### config.mk
export PLATFORM = sky130hd
export DESIGN_NAME = uart_tx_ctrl
export DESIGN_NICKNAME = d
export VERILOG_FILES = /design/src/rtl/uart_tx_ctrl.sv
export SDC_FILE = /design/constraint.sdc
export NUM_CORES = 1
export LEC_CHECK = 0
export BUFFER_PORTS_ARGS = -buffer_cell sky130_fd_sc_hd__buf_2
export CELL_PAD_IN_SITES_DETAIL_PLACEMENT = 1
export CELL_PAD_IN_SITES_GLOBAL_PLACEMENT = 2
export CORE_AREA = 2 2 59 61
export CTS_CLUSTER_SIZE = 16
export DETAILED_ROUTE_END_ITERATION = 8
export DIE_AREA = 0 0 61 63
export PLACE_DENSITY_LB_ADDON = 0.1
export SLEW_MARGIN = 20
export SYNTH_ARGS = -nofsm -noshare
export SYNTH_HDL_FRONTEND = slang
export SYNTH_SLANG_ARGS = --single-unit
### constraint.sdc
create_clock -name CLK -period 2.1 [get_ports CLK]
set_input_delay 0.21 -clock CLK [delete_from_list [all_inputs] [get_ports CLK]]
set_output_delay 0.21 -clock CLK [all_outputs]
set_load 0.05 [all_outputs]
### src/rtl/uart_tx_ctrl.sv
// UART transmit frame sequencer: start/data/parity/stop, paced by TICK.
// Define UART_TX_PARITY_EN to compile in the optional parity bit.
module uart_tx_ctrl #(
    parameter int DATA_WIDTH = 8
) (
    input  logic                  CLK,
    input  logic                  RST,
    input  logic                  TICK,
    input  logic [DATA_WIDTH-1:0] P_DATA,
    input  logic                  DATA_VALID,
    input  logic                  PAR_EN,
    input  logic                  PAR_TYP,
    output logic                  DATA_ACK,
    output logic [1:0]            MUX_SEL,
    output logic                  SER_DATA,
    output logic                  PAR_BIT,
    output logic                  BUSY
);

    localparam int CW = $clog2(DATA_WIDTH);
    localparam logic [CW-1:0] LAST = CW'(DATA_WIDTH - 1);

    localparam logic [1:0] MUX_START = 2'b00;
    localparam logic [1:0] MUX_STOP  = 2'b01;
    localparam logic [1:0] MUX_DATA  = 2'b10;
    localparam logic [1:0] MUX_PAR   = 2'b11;

`ifdef UART_TX_PARITY_EN
    typedef enum logic [2:0] {
        IDLE   = 3'd0,
        ARMED  = 3'd1,
        START  = 3'd2,
        DATA   = 3'd3,
        PARITY = 3'd4,
        STOP   = 3'd5
    } state_t;
`else
    typedef enum logic [2:0] {
        IDLE   = 3'd0,
        ARMED  = 3'd1,
        START  = 3'd2,
        DATA   = 3'd3,
        STOP   = 3'd5
    } state_t;
`endif

    state_t                state_q;
    state_t                state_d;
    logic [DATA_WIDTH-1:0] sh_q;
    logic [DATA_WIDTH-1:0] sh_d;
    logic [CW-1:0]         cnt_q;
    logic [CW-1:0]         cnt_d;
    logic                  ser_q;
    logic                  ser_d;
    logic [1:0]            mux_q;
    logic [1:0]            mux_d;
    logic                  busy_q;
    logic                  accept;

`ifdef UART_TX_PARITY_EN
    logic                  par_q;
    logic                  par_d;
    logic                  pen_q;
    logic                  pen_d;
`else
    logic                  unused_par;
`endif

    // A word is taken from IDLE, or on the closing STOP tick for back-to-back frames
    assign accept   = DATA_VALID & ((state_q == IDLE) |
                                    ((state_q == STOP) & TICK));
    assign DATA_ACK = accept & RST;

    assign MUX_SEL  = mux_q;
    assign SER_DATA = ser_q;
    assign BUSY     = busy_q;

`ifdef UART_TX_PARITY_EN
    assign PAR_BIT    = par_q;
`else
    assign PAR_BIT    = 1'b0;
    assign unused_par = PAR_EN ^ PAR_TYP;
`endif

    always_ff @(posedge CLK or negedge RST) begin
        if (!RST) begin
            state_q <= IDLE;
            sh_q    <= '0;
            cnt_q   <= '0;
            ser_q   <= 1'b0;
            mux_q   <= MUX_STOP;
            busy_q  <= 1'b0;
`ifdef UART_TX_PARITY_EN
            par_q   <= 1'b0;
            pen_q   <= 1'b0;
`endif
        end else begin
            state_q <= state_d;
            sh_q    <= sh_d;
            cnt_q   <= cnt_d;
            ser_q   <= ser_d;
            mux_q   <= mux_d;
            busy_q  <= (state_d != IDLE);
`ifdef UART_TX_PARITY_EN
            par_q   <= par_d;
            pen_q   <= pen_d;
`endif
        end
    end

    always_comb begin
        state_d = state_q;
        sh_d    = sh_q;
        cnt_d   = cnt_q;
        ser_d   = ser_q;
        mux_d   = mux_q;
`ifdef UART_TX_PARITY_EN
        par_d   = par_q;
        pen_d   = pen_q;
`endif

        if (accept) begin
            sh_d  = P_DATA;
`ifdef UART_TX_PARITY_EN
            pen_d = PAR_EN;
            par_d = (^P_DATA) ^ PAR_TYP;
`endif
        end

        unique case (state_q)
            IDLE: begin
                mux_d = MUX_STOP;
                if (accept) begin
                    state_d = ARMED;
                end
            end
            ARMED: begin
                if (TICK) begin
                    state_d = START;
                    mux_d   = MUX_START;
                end
            end
            START: begin
                if (TICK) begin
                    state_d = DATA;
                    mux_d   = MUX_DATA;
                    ser_d   = sh_q[0];
                    cnt_d   = '0;
                end
            end
            DATA: begin
                if (TICK) begin
                    if (cnt_q == LAST) begin
                        cnt_d = '0;
`ifdef UART_TX_PARITY_EN
                        if (pen_q) begin
                            state_d = PARITY;
                            mux_d   = MUX_PAR;
                        end else begin
                            state_d = STOP;
                            mux_d   = MUX_STOP;
                        end
`else
                        state_d = STOP;
                        mux_d   = MUX_STOP;
`endif
                    end else begin
                        // LSB first: bit 0 already on the line, shift up the next one
                        sh_d  = sh_q >> 1;
                        ser_d = sh_q[1];
                        cnt_d = cnt_q + 1'b1;
                    end
                end
            end
`ifdef UART_TX_PARITY_EN
            PARITY: begin
                if (TICK) begin
                    state_d = STOP;
                    mux_d   = MUX_STOP;
                end
            end
`endif
            STOP: begin
                if (TICK) begin
                    if (accept) begin
                        state_d = START;
                        mux_d   = MUX_START;
                    end else begin
                        state_d = IDLE;
                        mux_d   = MUX_STOP;
                    end
                end
            end
            default: begin
                state_d = IDLE;
                mux_d   = MUX_STOP;
            end
        endcase
    end

endmodule
==> results_dict.tcl <==
set metrics [dict create \
    fin_worst_skew_ns 0.00750 \
    hold_path.class "input port to flip-flop" \
    htreeDepth 1 \
    dr.pass1.iters 4 \
    critPathRequiredTime_ns 1.89 \
    synth_xor_xnor_area_share 0 \
    vias 840 \
    arrival_ns 1.72 \
    mappedNetlistArea_um2 988 \
    ant_nets 0 \
    clk_pin_slew_ns 0.11 \
    rsz0062_at_grt "no" \
    core_um2 3230 \
    cts_buffers 3 \
    critPathKind "flip-flop to output pin" \
    yosys.area_share.simple 0.175 \
    cts_tree "yes" \
    timing.hold.ws_ns 0.179 \
    grt_use_total 0.140 \
    min_from "P_DATA[7]" \
    final-seq-area_um2 452 \
    grt_overflow_total 0 \
    yosys_warnings 0 \
    r2r_slack_ns 0.42 \
    std_cell_rows 21 \
    drv_cap 0 \
    r2r-end "sh_q[6]" \
    dp_hpwl_um 1730 \
    synth_mux_area_frac 0.0101 \
    rr_worst_depth 6 \
    n_fill_cell 407 \
    port_buffers 16 \
    tightestPinTransition_ns 0.552 \
    fin_setup_tns_ns 0 \
    p_leak_nw 0.496 \
    start_kind "flip-flop" \
    fin_crit_ns 1.93 \
    multi_input_area_um2 460 \
    slew_headroom 0.631 \
    die_h_um 63 \
    ys_seq_area_frac 0.457 \
    yosys.area.top_type_share 0.430 \
    crit_fanout 12 \
    final_cells 171 \
    synth.avg_cell_area_um2 9.32 \
    synth_top_flop_cell "dfrtp_1" \
    io_pins 20 \
    antennaDiodeCount 0 \
    worstHoldPathCells 3 \
    synth_compound_area_frac 0.247 \
    synth_edf_count 0 \
    root_buffer "clkbuf_4" \
    fmax_mhz 519 \
    holdPathEnd "sh_q[7]" \
    antenna_found_initial 0 \
    dieArea_um2 3840 \
    routabilityCongestion 0.663 \
    post-cts-setup-buffers 0 \
    p_per_area_nw_per_um2 1240 \
    wirelength_um 2370 \
    ys_types 34 \
    syn-instance-count 106 \
    fin_crit_sh 0.918 \
    regToRegStartpoint "cnt_q[0]" \
    status "finished clean" \
    syn-num-nets 122 \
    endpoint_kind "output pin" \
    peakVddDrop_uv 400 \
    synth_top_area_cell "dfrtp_1" \
    grt_max_degree 19 \
    cts.sinks 18 \
    hold_violations 0 \
    start_util 0.306 \
    ys_top_cells_by_area "dfrtp_1, o21ai_0, o211ai_1" \
    ys_ff_latch 18 \
    grt_pass1_wl_um 4070 \
    synth_adder_area_share 0.0253 \
    fin_nets 142 \
    maxSlewViolCount 0 \
    viasPerCell 4.91 \
    synth_top_family_by_area "compound AO/OA/AOI/OAI gates" \
    setup_viol_count_final 0 \
    cts_hold_buf 1 \
    fp.dieW_um 61 \
    wl_per_cell_um 13.8 \
    drc 0 \
    place_inst 166 \
    syn2layout_area_growth_pct 17.3 \
    dr.first_iter.drc_count 25 \
    async_flop_share 1.00 \
    worstSkewPairLatency_ns 0.29 \
    grt_pass1_vias 866 \
    clockBufferDepth 2 \
    cts_resized 0 \
    drive_above_1_share 0.272 \
]
-- per-stage QoR --
| step | total power, mW | util | cell area [um2] | worst slack (ns) |
|---|---|---|---|---|
| 6_report | 1.43 | 0.359 | 1160 | 0.172 |
| 3_3_place_gp | 1.21 | 0.345 | 1110 | 0.446 |
| 3_5_place_dp | 1.24 | 0.345 | 1110 | 0.415 |
| 2_1_floorplan | 1.09 | - | 993 | 0.338 |
| 4_1_cts | 1.46 | 0.359 | 1160 | 0.145 |
| 5_1_grt | 1.56 | 0.359 | 1160 | 0.0582 |
-- cells in the final DEF, fill, tap and decap left out, types with 2 or more instances in the layout --
| master | n |
|---|---|
| o21ai_0 | 13 |
| dfrtp_1 | 17 |
| clkbuf_4 | 3 |
| a22oi_1 | 2 |
| a31oi_1 | 7 |
| nand2_1 | 11 |
| o21ai_2 | 2 |
| inv_1 | 5 |
| buf_2 | 16 |
| ha_1 | 2 |
| nor2_2 | 2 |
| buf_4 | 6 |
| o211ai_1 | 7 |
| nor2_1 | 10 |
| a21oi_1 | 3 |
-- critical path, stage by stage (launching register included) --
cell	delay [ns]
dfrtp_1	0.55
nand2b_1	0.37
nor3b_2	0.22
buf_2	0.29
-- logic make-up (layout without fill, tap and decap cells) --
group           Yosys count  in the layout
other cells               1              1
compound gates           38             38
simple gates             33             33
flops                    18             18
mux                       1              1
fa+ha+maj                 2              2
buf+inv                  13             32
-- area by class of cell --
type	instances	share of cell area
Clock buffer	4	0.0313
Inverter	5	0.0162
Multi-Input combinational cell	75	0.397
Sequential cell	18	0.389
Tap cell	46	0.0496
Timing Repair Buffer	23	0.117
-- how the worst max path moves through the flow --
stage	from	to	slack (ns)	cells after the start
6_report	state_q[1]	DATA_ACK	0.17	3
5_1_grt	state_q[1]	DATA_ACK	0.06	3
4_1_cts	state_q[1]	DATA_ACK	0.14	3
3_5_place_dp	cnt_q[0]	sh_q[6]	0.42	6
3_3_place_gp	cnt_q[0]	sh_q[5]	0.45	6
2_1_floorplan	state_q[2]	DATA_ACK	0.34	4
-- flip-flops by register name (all words and copies together), names as in the netlist --
name / count
SER_DATA: 1
state_q: 3
BUSY: 1
sh_q: 8
MUX_SEL: 2
cnt_q: 3
-- power by group --
part / switching (mW) / total, mW / internal (mW)
clock: 0.110 / 0.216 / 0.105
combinational: 0.405 / 0.640 / 0.236
sequential: 0.0941 / 0.577 / 0.483
total: 0.609 / 1.43 / 0.824
-- cell usage after synthesis, types with 2 or more instances --
library cell,instances
nor2_2,2
nand2_1,11
nor2_1,10
a31oi_1,7
o21ai_0,13
o21ai_2,2
clkbuf_1,2
buf_6,2
a22oi_1,2
dfrtp_1,17
inv_1,5
a21oi_1,3
ha_1,2
buf_2,2
o211ai_1,7
-- metal layers --
metal  global-route usage  vias up  routed length [um]
met1                0.206      410                1190
li1                     -      417                   -
met3               0.0186        2                  73
met4               0.0489        0                  19
met5                    0        -                   0
met2                0.207       11                1080
No activity file was read; power rests on OpenSTA's default activity.
